--- config.mk ---
export PLATFORM = sky130hd
export DESIGN_NAME = detect_interval_fifo
export DESIGN_NICKNAME = d
export VERILOG_FILES = /design/src/rtl/detect_interval_fifo.sv
export SDC_FILE = /design/constraint.sdc
export NUM_CORES = 1
export LEC_CHECK = 0
export ABC_CLOCK_PERIOD_IN_PS = 2100
export CORE_MARGIN = 5
export CORE_UTILIZATION = 50
export DETAILED_ROUTE_END_ITERATION = 12
export PLACE_DENSITY_LB_ADDON = 0.1
export RECOVER_POWER = 100
export SYNTH_ARGS = -nofsm -noshare
export SYNTH_HDL_FRONTEND = slang
export SYNTH_SLANG_ARGS = --single-unit
--- constraint.sdc ---
create_clock -name clk -period 2.1 [get_ports clk]
set_clock_uncertainty 0.05 [all_clocks]
set_input_delay 0.525 -clock clk [delete_from_list [all_inputs] [get_ports clk]]
set_output_delay 0.525 -clock clk [all_outputs]
set_load 0.01 [all_outputs]
--- src/rtl/detect_interval_fifo.sv ---
// rtl/detect_interval_fifo.sv - measures cycles between detection pulses and buffers them in a FIFO
module detect_interval_fifo #(
  parameter int CNT_W = 8,
  parameter int DEPTH = 4,
  parameter int TOT_W = 16
) (
  input  logic                     clk,
  input  logic                     reset,
  input  logic                     y,
  input  logic                     rd_en,
  output logic [CNT_W-1:0]         rd_data,
  output logic                     rd_valid,
  output logic                     empty,
  output logic                     full,
  output logic [$clog2(DEPTH):0]   count,
  output logic                     overflow,
  output logic [TOT_W-1:0]         total
);

  localparam int PTR_W = $clog2(DEPTH);
  localparam logic [CNT_W-1:0] GAP_MAX  = '1;
  localparam logic [PTR_W:0]   FULL_CNT = (PTR_W + 1)'(DEPTH);

  logic [CNT_W-1:0] gap_q, gap_d;
  logic [CNT_W-1:0] gap_inc;
  logic [PTR_W-1:0] wr_ptr_q, wr_ptr_d;
  logic [PTR_W-1:0] rd_ptr_q, rd_ptr_d;
  logic [PTR_W:0]   count_q, count_d;
  logic [CNT_W-1:0] rd_data_q, rd_data_d;
  logic             rd_valid_q, rd_valid_d;
  logic             overflow_q, overflow_d;
  logic [TOT_W-1:0] total_q, total_d;
  logic [CNT_W-1:0] mem_q [DEPTH];
  logic             fifo_empty, fifo_full;
  logic             pop_ok, push_ok;

  assign fifo_empty = (count_q == '0);
  assign fifo_full  = (count_q == FULL_CNT);

  // A full FIFO still accepts a push when a pop frees the head slot on the same edge.
  assign pop_ok  = rd_en && !fifo_empty;
  assign push_ok = y && (!fifo_full || pop_ok);
  assign gap_inc = (gap_q == GAP_MAX) ? GAP_MAX : gap_q + 1'b1;

  always_comb begin
    gap_d      = y ? '0 : gap_inc;
    wr_ptr_d   = push_ok ? wr_ptr_q + 1'b1 : wr_ptr_q;
    rd_ptr_d   = pop_ok ? rd_ptr_q + 1'b1 : rd_ptr_q;
    rd_data_d  = pop_ok ? mem_q[rd_ptr_q] : rd_data_q;
    rd_valid_d = pop_ok;
    overflow_d = overflow_q | (y & ~push_ok);
    total_d    = y ? total_q + 1'b1 : total_q;
    count_d    = count_q;
    case ({push_ok, pop_ok})
      2'b10:   count_d = count_q + 1'b1;
      2'b01:   count_d = count_q - 1'b1;
      default: count_d = count_q;
    endcase
  end

  always_ff @(posedge clk or negedge reset) begin
    if (!reset) begin
      gap_q      <= '0;
      wr_ptr_q   <= '0;
      rd_ptr_q   <= '0;
      count_q    <= '0;
      rd_data_q  <= '0;
      rd_valid_q <= 1'b0;
      overflow_q <= 1'b0;
      total_q    <= '0;
    end else begin
      gap_q      <= gap_d;
      wr_ptr_q   <= wr_ptr_d;
      rd_ptr_q   <= rd_ptr_d;
      count_q    <= count_d;
      rd_data_q  <= rd_data_d;
      rd_valid_q <= rd_valid_d;
      overflow_q <= overflow_d;
      total_q    <= total_d;
    end
  end

  // Entry storage needs no reset; occupancy is tracked entirely by count_q.
  always_ff @(posedge clk) begin
    if (push_ok) begin
      mem_q[wr_ptr_q] <= gap_inc;
    end
  end

  assign rd_data  = rd_data_q;
  assign rd_valid = rd_valid_q;
  assign empty    = fifo_empty;
  assign full     = fifo_full;
  assign count    = count_q;
  assign overflow = overflow_q;
  assign total    = total_q;

endmodule

==> results.yml, run 1 <==
sta:
  final.setup.tns_ns: 0
  setup_viol: 0
  fin_worst_hold_slack_ns: 0.272
  slew_viol_final: 0
  fmax_mhz: 497
  worst_pin_slew_ns: 0.984
  rsz0062_at_grt: "no"
  period_minus_slack_ns: 2.01
  hold_viol_final: 0
  period_share_pct: 95.7
  slew_headroom_pct: 34.4
cts:
  clock_latency_ns: 0.34
  cts_tree: "done"
  clkTransAtPathRegs_ns: 0.08
  htree_levels: 3
  numCtsBuffers: 9
  post_cts_buffers: 0
  root_buffer: "clkbuf_8"
  clk_path_buf_depth: 2
  cts_hold_buf: 0
  clock_sinks: 73
worst_setup_path:
  slowest_delay_ns: 0.65
  path_buf_inv: 1
  path_max_fanout: 6
  crit_path_start_kind: "flip-flop"
  critPathTopFamily: "buffers and inverters"
  cp-startpoint: "total[2]"
  crit_chain: "dlygate4sd3_1"
  cp-end-kind: "output pin"
  cp.required_ns: 1.52
  reg2reg_from: "count[2]"
  cp.arrival_ns: 1.44
  critPathKind: "reg -> out"
  cp_slowest_cell: "dlygate4sd3_1"
global_route:
  grt_pass1_wl_um: 9130
  antenna_found_initial: 0
  grt_max_degree: 24
  grt_pass1_vias: 1905
  groute.usage.overall_pct: 15.8
  grt_overflow: 0
power_and_ir_drop:
  ir_worst_vdd_mv: 0.684
  seq_power_share_pct: 46.7
  combPwrFrac_pct: 30.6
  switching_share_pct: 30.6
  p_leak_nw: 1.57
  p_sw_mw: 1.40
  p_per_area_nw_per_um2: 1220
  p_clk_share_pct: 22.7
  p_int_mw: 3.18
  power_mw: 4.58
finish:
  antenna_cells: 0
  nNetsFinal: 277
  instances_no_fill: 346
  area_growth_pct: 21.9
  drive_above_1_share_pct: 17.3
  register_area_um2: 1990
  nFillCells: 473
  multi_input_area_um2: 1040
routing:
  firstDrtPassIters: 4
  ant_nets: 0
  drc: 0
  vias_per_cell: 5.37
  wl_met1_um: 2440
  vias: 1858
  wl_met3_um: 217
  routed-wl-met2_um: 2670
  wl_per_cell_um: 15.6
  wirelength_um: 5410
  maxUsedRoutingLayer: "met4"
  drt_iter0_drc: 51
die:
  io_pins: 35
  die_h_um: 88.6
  core_area_um2: 5960
  die_w_um: 88.6
  start_util_pct: 51.8
  rows: 28
  die-area_um2: 7840
hold_path:
  hp-class: "in -> async"
synthesis:
  yosysWarnings: 0
  syn_avg_cell_area_um2: 14.7
  synth-seq-cells: 73
  syn_nets: 221
  synth_most_common_cell: "dfrtp_1"
  synth_common_cells: "41 x dfrtp_1, 32 x edfxtp_1, 14 x xnor2_1"
  seq_area_frac_synth_pct: 64.4
  ys_types: 37
  synth_area_um2: 3090
  synthCells: 210
  synth_top_area_share_pct: 33.3
  synth_top_cell_by_area: "dfrtp_1"
  synth_edf_count: 32
  synth_flop_cell: "dfrtp_1"
  post_synth_main_area_contributors: "dfrtp_1 33%, edfxtp_1 31%, mux4_2 5.8%"
  ys_async_sr_fraction_pct: 56.2
placement:
  numPortBuffers: 34
  place_congestion: 0.802
  detailed_place_hpwl_um: 3830
  post-place-cells: 330
outcome:
  status: "finished, final reports clean"
job:
  cap_violations: 0
==> logic make-up after synthesis <==
logic type / Yosys count / synth area share (%)
flops: 73 / 64.4
simple gates: 56 / 10.4
buf+inv: 14 / 1.95
mux: 20 / 10.2
fa+ha+maj: 7 / 3.08
xor+xnor: 22 / 6.25
compound gates: 18 / 3.77
==> power by group through the flow <==
stage	combinational [mW]	clock [mW]	sequential, mW
2_1_floorplan	0.804	0	2.17
3_3_place_gp	1.54	0	2.16
3_5_place_dp	1.58	0	2.17
4_1_cts	1.59	1.07	2.14
5_1_grt	1.55	1.13	2.19
6_report	1.40	1.04	2.14
==> cell type report <==
| cell class | instances | share of cell area [%] |
|---|---|---|
| inverter | 9 | 0.898 |
| sequential | 73 | 52.9 |
| multi-input combinational | 123 | 27.7 |
| tap | 75 | 2.49 |
| clock inverter | 5 | 1.50 |
| clock buffer | 11 | 3.49 |
| timing repair buffer | 50 | 11.1 |
==> per-stage QoR <==
step                      util, %  area [µm²]  setup slack, ns
after floorplan                 -        3090           0.0747
after global placement       61.4        3660           -0.341
after detailed placement     61.4        3660           -0.402
after CTS                    64.7        3850           0.0152
after global routing         63.2        3760           0.0291
final                        63.2        3760           0.0894
==> worst paths after layout <==
| check | to | slack (ns) | cells past startpoint |
|---|---|---|---|
| worst max-delay path | total[2] | 0.09 | 1 |
| worst min-delay path | rd_ptr_q[1] | 0.27 | 1 |
| worst max register to register | count[1] | 0.16 | 6 |
| worst min register to register | overflow | 0.42 | 1 |
| max in group asynchronous | wr_ptr_q[1] | 0.59 | 2 |
| min in group clk | overflow | 0.42 | 1 |
==> layer usage <==
metal / global-route usage, % / vias up
met5: 0 / -
met4: 7.14 / 0
met3: 3.91 / 9
met2: 24.3 / 42
met1: 21.3 / 937
li1: - / 870
==> sequential cells by signal, summed over array words and instances (netlist names) <==
register / flops
total: 16
rd_valid: 1
overflow: 1
gap_q: 8
mem_q: 32
count: 3
rd_data: 8
wr_ptr_q: 2
rd_ptr_q: 2
==> what timing repair did <==
action                     4_1_cts  5_1_grt
resized for setup                7        2
setup endpoints to repair        3        2
pin swaps                        2        3
==> cell usage in the layout (no fill, tap or decap), types with 2 or more instances in the layout <==
cell and count:
nor2_1 5, and2_0 5, dlygate4sd2_1 3, clkdlybuf4s50_1 2
ha_1 6, dfrtp_1 39, nand4_1 6, nor3_1 2
mux4_2 8, xor2_1 8, and4_1 3, a31o_2 2
o21a_1 3, nand2_1 13, xnor2_1 14, buf_4 6
clkbuf_1 12, clkinv_2 2, nand2b_1 3, and3_1 4
inv_1 8, a31oi_1 2, nand3_1 4, dfrtp_2 2
dlygate4sd3_1 27, edfxtp_1 32, nor2b_1 5, mux2_2 9
mux2_1 2, clkbuf_8 9, a21oi_1 5, o21ai_1 2
No activity file was read; power rests on OpenSTA's default activity.
==> run 2: changes to the inputs <==
--- a/config.mk
+++ b/config.mk
@@ -14,3 +14,4 @@
 export SYNTH_ARGS = -nofsm -noshare
 export SYNTH_HDL_FRONTEND = slang
 export SYNTH_SLANG_ARGS = --single-unit
+export TNS_END_PERCENT = 20
==> results.yml, run 2 (synthesis gave the netlist of run 1 again) <==
power_and_ir_drop:
  ir_worst_vdd_mv: 0.704
  p_per_area_nw_per_um2: 1240
  p_leak_nw: 1.60
sta:
  rsz0062_at_grt: "yes"
  worst_pin_slew_ns: 0.989
  setup_viol: 0
  slew_viol_final: 0
  slew_headroom_pct: 34.1
  setup_slack_ns: 0.113
  period_minus_slack_ns: 1.99
  period_share_pct: 94.6
  fmax_mhz: 503
  hold_viol_final: 0
  fin_worst_hold_slack_ns: 0.278
routing:
  vias: 1864
  drc: 0
  drt_iter0_drc: 60
  firstDrtPassIters: 4
  ant_nets: 0
  vias_per_cell: 5.34
  wirelength_um: 5420
  wl_per_cell_um: 15.5
cts:
  root_buffer: "clkbuf_8"
  clkTransAtPathRegs_ns: 0.07
  cts_tree: "done"
  htree_levels: 3
  clock_latency_ns: 0.33
  clock_sinks: 73
  cts_hold_buf: 0
  numCtsBuffers: 9
  clk_path_buf_depth: 2
worst_setup_path:
  path_max_fanout: 7
  crit_path_start_kind: "flip-flop"
  cp.required_ns: 1.52
  cp.arrival_ns: 1.41
  critPathKind: "reg -> out"
  reg2reg_depth: 6
  cp-end-kind: "output pin"
die:
  start_util_pct: 51.8
  die_h_um: 88.6
  io_pins: 35
  core_area_um2: 5960
  die-area_um2: 7840
  rows: 28
  die_w_um: 88.6
finish:
  instances_no_fill: 349
  top_register: "mem_q"
  nFillCells: 455
  largest_register_ffs: 32
  antenna_cells: 0
  post-route-cell-area_um2: 3870
  final_cell_mix: "38 x dfrtp_1, 32 x edfxtp_1, 29 x clkdlybuf4s50_1"
  area_growth_pct: 25.5
  nNetsFinal: 280
  drive_above_1_share_pct: 21.9
  final_util_pct: 65.0
  final_common_cell: "dfrtp_1"
hold_path:
  hp-class: "in -> async"
placement:
  place_congestion: 0.802
  place_ws_ns: -0.402
  detailed_place_hpwl_um: 3830
  post-place-cells: 330
  placed_cell_area_um2: 3660
  numPortBuffers: 34
job:
  cap_violations: 0
outcome:
  status: "finished, final reports clean"
global_route:
  grt_pass1_wl_um: 9130
  groute.usage.overall_pct: 15.8
  antenna_found_initial: 0
  grt_pass1_vias: 1903
  grt_max_degree: 24
  grt_overflow: 0
[run 2: changes by cell type in the layout (fill, tap and decap cells not counted), moves of 2 or more]
cell             previous run  this run
buf_4                       6        12
nor3_2                      1         3
and2_0                      5         0
and2_1                      0         5
nor3_1                      2         0
buf_12                      0         4
dlygate4sd3_1              27         0
clkdlybuf4s50_1             2        29
clkbuf_1                   12         6
dlymetal6s2s_1              0         2
[run 2: layout make-up]
cell class	instances	area [µm²]	area share, %
clock inverter	5	56.3	1.45
sequential	73	1990	51.4
tap	75	93.8	2.42
inverter	9	33.8	0.872
timing repair buffer	53	518	13.4
clock buffer	11	131	3.39
multi-input combinational	123	1050	27.1
[run 2: worst paths after layout]
| check | endpoint | slack (ns) | from |
|---|---|---|---|
| setup / recovery | count[1] | 0.11 | count[1] |
| min in group clk | overflow | 0.43 | overflow |
| setup reg to reg | count[1] | 0.13 | count[1] |
| hold / removal | rd_ptr_q[1] | 0.28 | reset |
| hold reg to reg | overflow | 0.43 | overflow |
| max in group asynchronous | wr_ptr_q[1] | 0.59 | reset |
[run 2: stage by stage]
stage / TNS, ns / total power [mW]
6_report: 0 / 4.78
5_1_grt: -0.00579 / 5.07
4_1_cts: -0.0117 / 4.79
3_5_place_dp: -3.90 / 3.75
3_3_place_gp: -3.77 / 3.70
2_1_floorplan: 0 / 2.97
[run 2: repair_timing]
| item | CTS | global route |
|---|---|---|
| pin swaps | 0 | 3 |
| setup endpoints to repair | 3 | 3 |
| buffers inserted | 0 | 3 |
| resized for setup | 5 | 4 |
[run 2: worst max-delay path, stage by stage, from the launching register on]
cell and delay, ns:
dfrtp_2 0.43, buf_4 0.13, clkdlybuf4s50_1 0.52
[run 2: layer usage]
| layer | GRT usage, % | wire length [µm] |
|---|---|---|
| met5 | 0 | 0 |
| met4 | 7.14 | 70 |
| met3 | 3.91 | 232 |
| met2 | 24.3 | 2660 |
| met1 | 21.3 | 2460 |
[run 2: where the power goes]
group / internal [mW] / switching, mW
clock network: 0.548 / 0.491
logic: 0.949 / 0.658
registers: 1.87 / 0.274
==> run 3: changes to the inputs <==
--- a/config.mk
+++ b/config.mk
@@ -8,6 +8,7 @@
 export ABC_CLOCK_PERIOD_IN_PS = 2100
 export CORE_MARGIN = 5
 export CORE_UTILIZATION = 50
+export CTS_CLUSTER_SIZE = 20
 export DETAILED_ROUTE_END_ITERATION = 12
 export PLACE_DENSITY_LB_ADDON = 0.1
 export RECOVER_POWER = 100
==> results of run 3 <==
Final layout, timing and power as in run 2 (identical DEF).
==> patch, RTL diff (flow settings as in run 3) <==
Make the reset (`reset`) synchronous in one clocked block.
--- a/src/rtl/detect_interval_fifo.sv
+++ b/src/rtl/detect_interval_fifo.sv
@@ -58,7 +58,7 @@
     endcase
   end
 
-  always_ff @(posedge clk or negedge reset) begin
+  always_ff @(posedge clk) begin
     if (!reset) begin
       gap_q      <= '0;
       wr_ptr_q   <= '0;
Behaviour: differs if reset is asserted again (counterexample within 4 cycles, from zero or initial values and one cycle with reset low); with reset held inactive, the same outputs for 10 cycles.
==> patch against run 3 <==
- cell area fell by 2.8%
- worst setup slack got worse by 0.025 ns
- non-clock buffer count down 4
- critical path type unchanged
- final cell count rose by 13%
- synthesized area is 0.77% lower
- sequential cell count stayed put
- largest cell class unchanged
- wire length rose by 2.4%
- synthesized cell count is 27% higher
- hold slack gained 0.12 ns
Power is not compared: it rests on default switching activity, and its combinational part moved more than twofold at a synthesized area within 25%.
==> patch: results <==
group,metric,value,unit
grt,track_usage,0.157,
timing,hold-worst-slack,0.402,ns
power,p_comb,409,uW
detailed_routing,via_per_inst,5.23,
logic_synthesis,async_flop_share,0,
finish,nets,324,
worst_setup_path,slowest_stage,"clkdlybuf4s50_1",
logic_synthesis,syn_nets,278,
timing,worst_pin_slew,0.666,ns
detailed_routing,wl_per_cell,14.1,um
finish,largest_reg_flops,32,
logic_synthesis,yosys_warnings,0,
hold_path,hold-path-endpoint,"rd_data[0]$_SDFFE_PN0P_",
detailed_routing,num_vias,2057,
worst_setup_path,crit_arrival,1.44,ns
clock_tree,clockBufferDepth,2,
worst_setup_path,crit_family,"buffers and inverters",
placement,place_inst,377,
power,cellLeakagePower,1.42,nW
clock_tree,ctsRootBufferMaster,"clkbuf_8",
finish,n_antenna_cell,0,
worst_setup_path,crit_fanout,5,
finish,drive_gt1_frac,0.151,
power,p_switching,788,uW
worst_setup_path,max_stage_delay,0.55,ns
power,irDropWorstVdd,0.411,mV
logic_synthesis,ys.flop_type,"dfxtp_1",
logic_synthesis,synth_area_leaders,"edfxtp_1 (31%), dfxtp_1 (27%), mux4_2 (5.9%)",
hold_path,min_path_cells,2,
worst_setup_path,r2r_setup_slack,0.19,ns
placement,gp_congestion,0.794,
clock_tree,cts-buffers-inserted,9,
clock_tree,cts_setup_buffers,0,
detailed_routing,drt_iter0_drc,126,
logic_synthesis,avgSynthCellArea,11.5,um2
placement,pre_cts_ws,-0.276,ns
power,seq_power_share,0.521,
clock_tree,insertion_delay,0.34,ns
worst_setup_path,reg2regPathDepth,4,
logic_synthesis,synth_common_cells,"dfxtp_1 (41), edfxtp_1 (32), nand2_1 (28), nor2_1 (22), a21oi_1 (19)",
clock_tree,htreeDepth,3,
grt,grt_pass1_wl,9270,um
grt,grt_pass1_vias,1915,
finish,regMostFlops,"mem_q",
placement,dp_hpwl,3930,um
clock_tree,clk_pin_slew_worst_paths,0.07,ns
grt,antenna_found_initial,0,
worst_setup_path,r2r_end,"mem_q[0][1]$_DFFE_PP_",
placement,placed_area,3570,um2
power,cellPowerDensity,834,nW/um2
hold_path,holdCritStartpoint,"rd_data[0]$_SDFFE_PN0P_",
detailed_routing,first_pass_iters,4,
logic_synthesis,synth_edf_count,32,
hold_path,hp-class,"reg2reg",
status,outcome,"finished, final reports clean",
logic_synthesis,yosysSeqAreaShare,0.582,
grt,grt_max_degree,34,
worst_setup_path,r2r_start,"count[2]$_SDFFE_PN0P_",
logic_synthesis,synth_cell_types,40,
placement,portBuffers,34,
-- patch: cell types whose count changed in the layout (fill, tap and decap cells not counted), sizes merged, moves of 4 or more --
cell,change
nor2,+16
dlygate4sd3,+28
dfrtp,-41
clkdlybuf4s50,-26
buf,-6
nand2,+15
nor3b,+4
dfxtp,+41
mux2,-11
a21oi,+14
o21ai,+5
-- patch: timing repair --
| action | in CTS | in global routing |
|---|---|---|
| endpoints found under the setup margin | 2 | 26 |
| pin swaps | 0 | 1 |
| resized for setup | 7 | 4 |
-- patch: worst max-delay path by stage --
stage / startpoint / slack [ns] / to / cells after the start
final: total[3]$_SDFFE_PN0P_ / 0.09 / total[3] / 2
after detailed placement: rd_en / -0.28 / count[2]$_SDFFE_PN0P_ / 8
after CTS: count[0]$_SDFFE_PN0P_ / 0.01 / empty / 2
after global routing: y / 0.03 / total[15]$_SDFFE_PN0P_ / 5
after global placement: rd_en / -0.26 / mem_q[0][5]$_DFFE_PP_ / 5
after floorplan: rd_en / 0.007 / count[2]$_SDFFE_PN0P_ / 9
-- patch: area by class of cell --
class / instances / area (um2)
sequential: 73 / 1790
timing repair buffer: 49 / 435
fill: 492 / 2160
clock inverter: 5 / 56.3
multi-input combinational: 170 / 1210
tap: 75 / 93.8
inverter: 10 / 37.5
clock buffer: 11 / 141
-- patch: layer usage --
layer | routed length (um) | vias to the layer above | track usage
met5 | 0 | - | 0
met4 | 101 | 0 | 0.0783
met3 | 289 | 13 | 0.0382
met2 | 2440 | 48 | 0.221
met1 | 2720 | 960 | 0.225
li1 | - | 1036 | -
-- patch: cell families after synthesis --
group	Yosys count	share of synthesized area
simple gates	96	0.164
buf+inv	24	0.0298
mux	12	0.0719
xor+xnor	19	0.0544
compound gates	36	0.0670
flops	73	0.582
fa+ha+maj	7	0.0311
